==> src/rtl/wdata_assemble.sv <==
// Assembles 20-bit channel words from two 16-bit DSP bus writes (low half, then high nibble).
// Latency: commit visible on the 3rd clk edge that samples wr_n low; upd is a one-cycle pulse.
// Backpressure: none; the DSP paces writes (>=4 clk low/high), short strobes may be lost.
module wdata_assemble #(
    parameter int NCH = 8,
    parameter int DW  = 20,
    parameter int BW  = 16,
    parameter int AW  = 5
) (
    input  logic              clk,
    input  logic              rst_n,
    input  logic              wr_n,
    input  logic [AW-1:0]     choice,
    input  logic [BW-1:0]     datain,
    input  logic              err_clr,
    output logic [NCH*DW-1:0] data_all,
    output logic [NCH-1:0]    upd,
    output logic              seq_err,
    output logic              addr_err
);

    localparam int HW = DW - BW;
    localparam int CW = (NCH > 1) ? $clog2(NCH) : 1;

    logic s1, s2, s3;
    logic wr_evt;

    logic [BW-1:0]  shadow_lo [NCH];
    logic [NCH-1:0] lo_valid;

    logic [AW-1:0]  choice_m1;
    logic [CW-1:0]  ch;
    logic           addr_ok;
    logic           lo_wr;
    logic           hi_wr;
    logic           hi_ok;
    logic           hi_bad;
    logic           addr_bad;

    // Three-flop synchronizer; the strobe is treated as a falling-edge event.
    always_ff @(posedge clk or negedge rst_n) begin
        if (!rst_n) begin
            s1 <= 1'b1;
            s2 <= 1'b1;
            s3 <= 1'b1;
        end else begin
            s1 <= wr_n;
            s2 <= s1;
            s3 <= s2;
        end
    end

    assign wr_evt = s3 & ~s2;

    // Odd choices stage a low half, even choices commit; choice-1 maps both onto channel*2+half.
    always_comb begin
        addr_ok   = (choice != '0) && (32'(choice) <= 2 * NCH);
        choice_m1 = choice - AW'(1);
        ch        = choice_m1[CW:1];
        lo_wr     = wr_evt &  addr_ok & ~choice_m1[0];
        hi_wr     = wr_evt &  addr_ok &  choice_m1[0];
        hi_ok     = hi_wr &  lo_valid[ch];
        hi_bad    = hi_wr & ~lo_valid[ch];
        addr_bad  = wr_evt & ~addr_ok;
    end

    always_ff @(posedge clk or negedge rst_n) begin
        if (!rst_n) begin
            lo_valid <= '0;
            for (int k = 0; k < NCH; k++) begin
                shadow_lo[k] <= '0;
            end
        end else begin
            for (int k = 0; k < NCH; k++) begin
                if (lo_wr && (ch == CW'(k))) begin
                    shadow_lo[k] <= datain;
                    lo_valid[k]  <= 1'b1;
                end else if (hi_ok && (ch == CW'(k))) begin
                    lo_valid[k]  <= 1'b0;
                end
            end
        end
    end

    // All DW bits of a channel load on the same edge, so readers never see a half-written word.
    always_ff @(posedge clk or negedge rst_n) begin
        if (!rst_n) begin
            data_all <= '0;
            upd      <= '0;
        end else begin
            upd <= '0;
            for (int k = 0; k < NCH; k++) begin
                if (hi_ok && (ch == CW'(k))) begin
                    data_all[k*DW +: DW] <= {datain[HW-1:0], shadow_lo[k]};
                    upd[k]               <= 1'b1;
                end
            end
        end
    end

    // Error set takes priority over a coincident clear.
    always_ff @(posedge clk or negedge rst_n) begin
        if (!rst_n) begin
            seq_err  <= 1'b0;
            addr_err <= 1'b0;
        end else begin
            seq_err  <= (seq_err  & ~err_clr) | hi_bad;
            addr_err <= (addr_err & ~err_clr) | addr_bad;
        end
    end

endmodule

==> config.mk <==
export PLATFORM = sky130hd
export DESIGN_NAME = wdata_assemble
export DESIGN_NICKNAME = d
export VERILOG_FILES = /design/src/rtl/wdata_assemble.sv
export SDC_FILE = /design/constraint.sdc
export NUM_CORES = 1
export LEC_CHECK = 0
export CAP_MARGIN = 20
export CELL_PAD_IN_SITES_DETAIL_PLACEMENT = 2
export CELL_PAD_IN_SITES_GLOBAL_PLACEMENT = 2
export CORE_MARGIN = 3
export CORE_UTILIZATION = 39
export DETAILED_ROUTE_END_ITERATION = 8
export PLACE_DENSITY_LB_ADDON = 0.1
export SKIP_LAST_GASP = 1
export SLEW_MARGIN = 20
export SYNTH_ARGS = -nofsm -noshare
export SYNTH_HDL_FRONTEND = slang
export SYNTH_SLANG_ARGS = --single-unit
==> constraint.sdc <==
create_clock -name clk -period 2.9 [get_ports clk]
set_clock_uncertainty 0.2 [all_clocks]
set_input_delay 0.435 -clock clk [delete_from_list [all_inputs] [get_ports clk]]
set_output_delay 0.435 -clock clk [all_outputs]
set_load 0.01 [all_outputs]
## Yosys cells after proc, flatten, opt, wreduce, memory -nomap -nowiden

Cells that the tools add are included.

- RAM bits: 0
- Flip-flop bits (word level): 309
- Memories kept: 0
- Latch bits: 0
- Memory bits (read-only): 0
- Word-level logic and storage cells: 109

- Eq/ne operators: 7
- Mux-type cells: 26
- Shift-type cells: 0
- Divide/modulo/power cells: 0
- Bitwise gates (word level): 16
- Reduce and logical (&&, ||, !) cells: 27
- Magnitude comparators: 2
- Multipliers: 0
- $add $sub $neg: 1

Operators by type and width:

| operator | number |
|---|---|
| $mux 1 | 25 |
| $logic_and 1x1->1 | 17 |
| $reduce_bool 2->1 | 8 |
| $eq 3x3->1 const B | 4 |
| $and 1x1->1 | 9 |
| $eq 3x2->1 const B | 2 |
| $le 5x5->1 const B | 1 |
| $not 1->1 | 5 |
| $reduce_bool 5->1 | 1 |
| $lt 3x4->1 const B | 1 |
| $sub 4x1->4 const B | 1 |
| $bmux 1 s3 | 1 |
| $eq 3x1->1 const B | 1 |
| $logic_not 3->1 | 1 |
| $or 1x1->1 | 2 |

## Longest topological paths before layout

- Depth after elaboration: 8
- Depth in mapped cells: 10

## Worst setup path before layout

OpenSTA, ideal clock, no wires.

- Kind: input to register
- From: input port choice[0]
- To: register data_all[21]
- Arrival time: 2.414 ns
- Setup slack: 0.161 ns
- Stages: 10
- Cell sequence: buf_4 inv_1 ha_1 xor2_1 or3_4 nor3_2 and3_1 buf_2 buf_4 mux2_2

- Longest elaborated chain between the ends: 6
- Elaborated cells on any way between the ends: 11

RTL lines:

| item | RTL line | text |
|---|---|---|
| start: declaration | 13 | `input logic [AW-1:0] choice,` |
| parallel branches: the longest is 5 deep, another holds $sub 4x1->4 | n/a |  |
| $logic_and 1x1->1 * | 93 | `if (hi_ok && (ch == CW'(k))) begin` |
| end signal: indexed assignment | 94 | `data_all[k*DW +: DW] <= {datain[HW-1:0], shadow_lo[k]};` |
| end: declaration | 16 | `output logic [NCH*DW-1:0] data_all,` |

Every way passes the cells marked *. The select of a mux whose other input is x is not followed.
A chain may end at the register's enable or synchronous reset.

## Worst setup path in the final report

- From: input port choice[0]
- To: register data_all[101]

Same word-level chain as after synthesis.

==> qor.yml <==
clock_sinks: 309
synth_compound_area_share_pct: 0.8371
placed_area_um2: 14710
required_ns: 3.08
use_met1_pct: 25.83
drt_wl_total_mm: 33.44
cts-root-buf: "clkbuf_16"
ir_drop_v: 0.0004622
critPathArrivalTime_ns: 2.84
cts.repair.resized: 0
layout.nets: 974
cp_num_buf_inv: 3
fin_total_pwr_w: 0.01057
crit_path_max_incr_delay_ns: 0.54
die_h_um: 181.1
die_area_um2: 32800
p_per_area_nw_per_um2: 667.6
r2r_start: "s3$_DFF_PN1_"
synth_edf_count: 0
dp_slack_ns: -0.2697
drcViolationCount: 0
synth_top_family_by_area: "multiplexers"
period_share_pct: 91.92
slowest_stage: "clkdlybuf4s50_1"
synth-xor-area-share_pct: 0.4395
syn_area_um2: 11960
cts_setup_buffers: 0
yosysSeqAreaShare_pct: 64.70
syn2layout_area_growth_pct: 32.43
yosysWarnings: 0
critPathTopFamily: "buffers and inverters"
fin_tns_setup_ns: 0
setup_viol: 0
worst_pin_slew_ns: 0.5973
ios: 195
antennaDiodeCount: 0
met2_usage_pct: 37.02
synthArstFlopShare_pct: 100.0
use_met3_pct: 4.731
route.vias.total: 6835
final_common_cell: "dfrtp_1"
clk_pin_slew_ns: 0.06
post_synth_fa_ha_maj_area_fraction_pct: 0.1046
instances_no_fill: 1359
synth-main-ff-cell: "dfrtp_1"
core_um2: 29950
design_area_um2: 15840
slew_headroom_pct: 60.06
r2r_end: "data_all[101]$_DFFE_PN0P_"
grt_pass1_vias: 8280
cts_inserted_buffers: 35
r2r_slack_ns: 0.46
crit_path_max_fanout: 22
worstSetupEndpointType: "register"
min_delay_path_depth: 0
synthesis.nets: 731
finalCriticalPeriod_ns: 2.666
status: "finished, final reports clean"
ys_ff_latch: 309
synth.area.mux_share_pct: 28.61
dp_hpwl_mm: 22.31
start_kind: "input port"
portBuffers: 194
routabilityCongestion: 0.8071
via_per_inst: 5.029
clockBufferDepth: 3
die_width_um: 181.1
htree_levels: 2
grt.total_usage_pct: 20.77
hp-class: "register to register"
antenna_found_initial: 1
leakage_nw: 7.673
post-place-cells: 1300
hold_path_end: "s3$_DFF_PN1_"
grt_max_degree: 75
syn_avg_cell_area_um2: 16.96
r2r_cells: 6
start_util_pct: 39.92
rsz0062_at_grt: "false"
cp_cell_sequence: "clkdlybuf4s50_1, inv_1, ha_1, xor2_1, or3_4, nor3_2, and3_1, buf_12, mux2_2"
fmax_mhz: 375.1
drv_slew: 0
drive_gt1_share_pct: 40.45
synth_simple_gate_area_share_pct: 2.689
row_count: 63
hold_violations: 0
holdCritStartpoint: "s2$_DFF_PN1_"
final_cell_mix: "306 x dfrtp_1, 237 x mux2_2, 193 x clkdlybuf4s50_1, 37 x clkbuf_16, 36 x mux2_4"
wire_per_inst_um: 24.61
grt_busiest_layer: "met2"
overflow: 0
antenna_left: 0
grt_pass1_wl_mm: 52.71
ys_types: 44
clock_latency_ns: 0.50
dr.pass1.iters: 4
cts_tree: "yes"
postSynthCellCount: 705
drv_cap: 0
path_class: "input port to register"
layout_setup_ws_ns: 0.2342
drtIter0Drc: 222
layout make-up:
type / count / area, um^2
Timing Repair Buffer: 244 / 2537
Multi-Input combinational cell: 345 / 3908
Clock buffer: 51 / 1028
Clock inverter: 7 / 88.84
Sequential cell: 309 / 7736
Inverter: 13 / 48.80
Tap cell: 390 / 488.0
Fill cell: 2699 / 14120
layer usage:
| metal | vias up | share of wire (%) |
|---|---|---|
| li1 | 2963 | - |
| met4 | 0 | 1.6 |
| met1 | 3671 | 41 |
| met2 | 164 | 52 |
| met5 | - | 0 |
| met3 | 37 | 5.2 |
logic make-up (layout without fill, tap and decap cells):
logic type	Yosys count	in the layout
DFF	309	309
muxes	291	291
buffers and inverters	51	315
and+or+nand+nor	35	35
AOI/OAI and AO/OA	12	12
xor gates and xnor gates	6	6
adders and majority gates	1	1
flip-flops by register name, indices dropped and copies added, names as in the netlist:
register and count:
addr_err 1, s3 1, seq_err 1, data_all 160
lo_valid 8, s2 1, shadow_lo 128, upd 8
s1 1
power by group:
part | switching [W] | internal, W
registers | 0.000277 | 0.00478
clock network | 0.00169 | 0.00263
logic | 0.000508 | 0.000683
total | 0.00248 | 0.00809
worst reg2reg max path: stages (launching register included):
cell and delay [ns]:
dfstp_2 0.51, nand2b_1 0.22, or3_4 0.42, nor3_2 0.16, and3_1 0.24, buf_12 0.21
mux2_2 0.37
how the worst max path moves through the flow:
stage | to | startpoint | slack (ns) | depth (start not counted)
floorplan | data_all[21]$_DFFE_PN0P_ | choice[0] | 0.16 | 10
global placement | shadow_lo[73]$_DFFE_PN0P_ | choice[0] | -0.18 | 10
detailed placement | data_all[59]$_DFFE_PN0P_ | choice[0] | -0.27 | 10
CTS | data_all[54]$_DFFE_PN0P_ | choice[0] | 0.23 | 10
global route | data_all[88]$_DFFE_PN0P_ | choice[0] | 0.12 | 9
finish | data_all[101]$_DFFE_PN0P_ | choice[0] | 0.23 | 9
synthesized netlist by cell type, drive strengths merged (2+ instances only):
cell	count	share of area [%]
nor2	4	0.19
nor4	2	0.36
inv	13	0.41
buf	32	2.0
and3	4	0.21
dfstp	3	0.66
nand4	3	0.28
nor3	7	0.62
a21o	2	0.13
xor2	4	0.29
nor3b	2	0.17
nand3	2	0.13
dfrtp	306	64
mux2	288	28
o21ai	3	0.13
nand2b	2	0.10
nand2	4	0.17
clkbuf	6	0.19
xnor2	2	0.15
o21bai	2	0.13
mux2i	2	0.17
per-stage QoR:
| step | util [%] | hold slack (ns) |
|---|---|---|
| after floorplan | - | -0.06059 |
| after global placement | 49.10 | 0.1491 |
| after detailed placement | 49.10 | 0.1485 |
| after CTS | 52.87 | 0.1632 |
| after global routing | 52.87 | 0.1674 |
| final | 52.87 | 0.1636 |
repair_timing:
action / 4_1_cts / 5_1_grt
endpoints found under the hold margin: 59 / 0
endpoints found under the setup margin: 0 / 0
hold buffers: 1 / 0
Note: power is estimated with default switching activity, not from simulation.
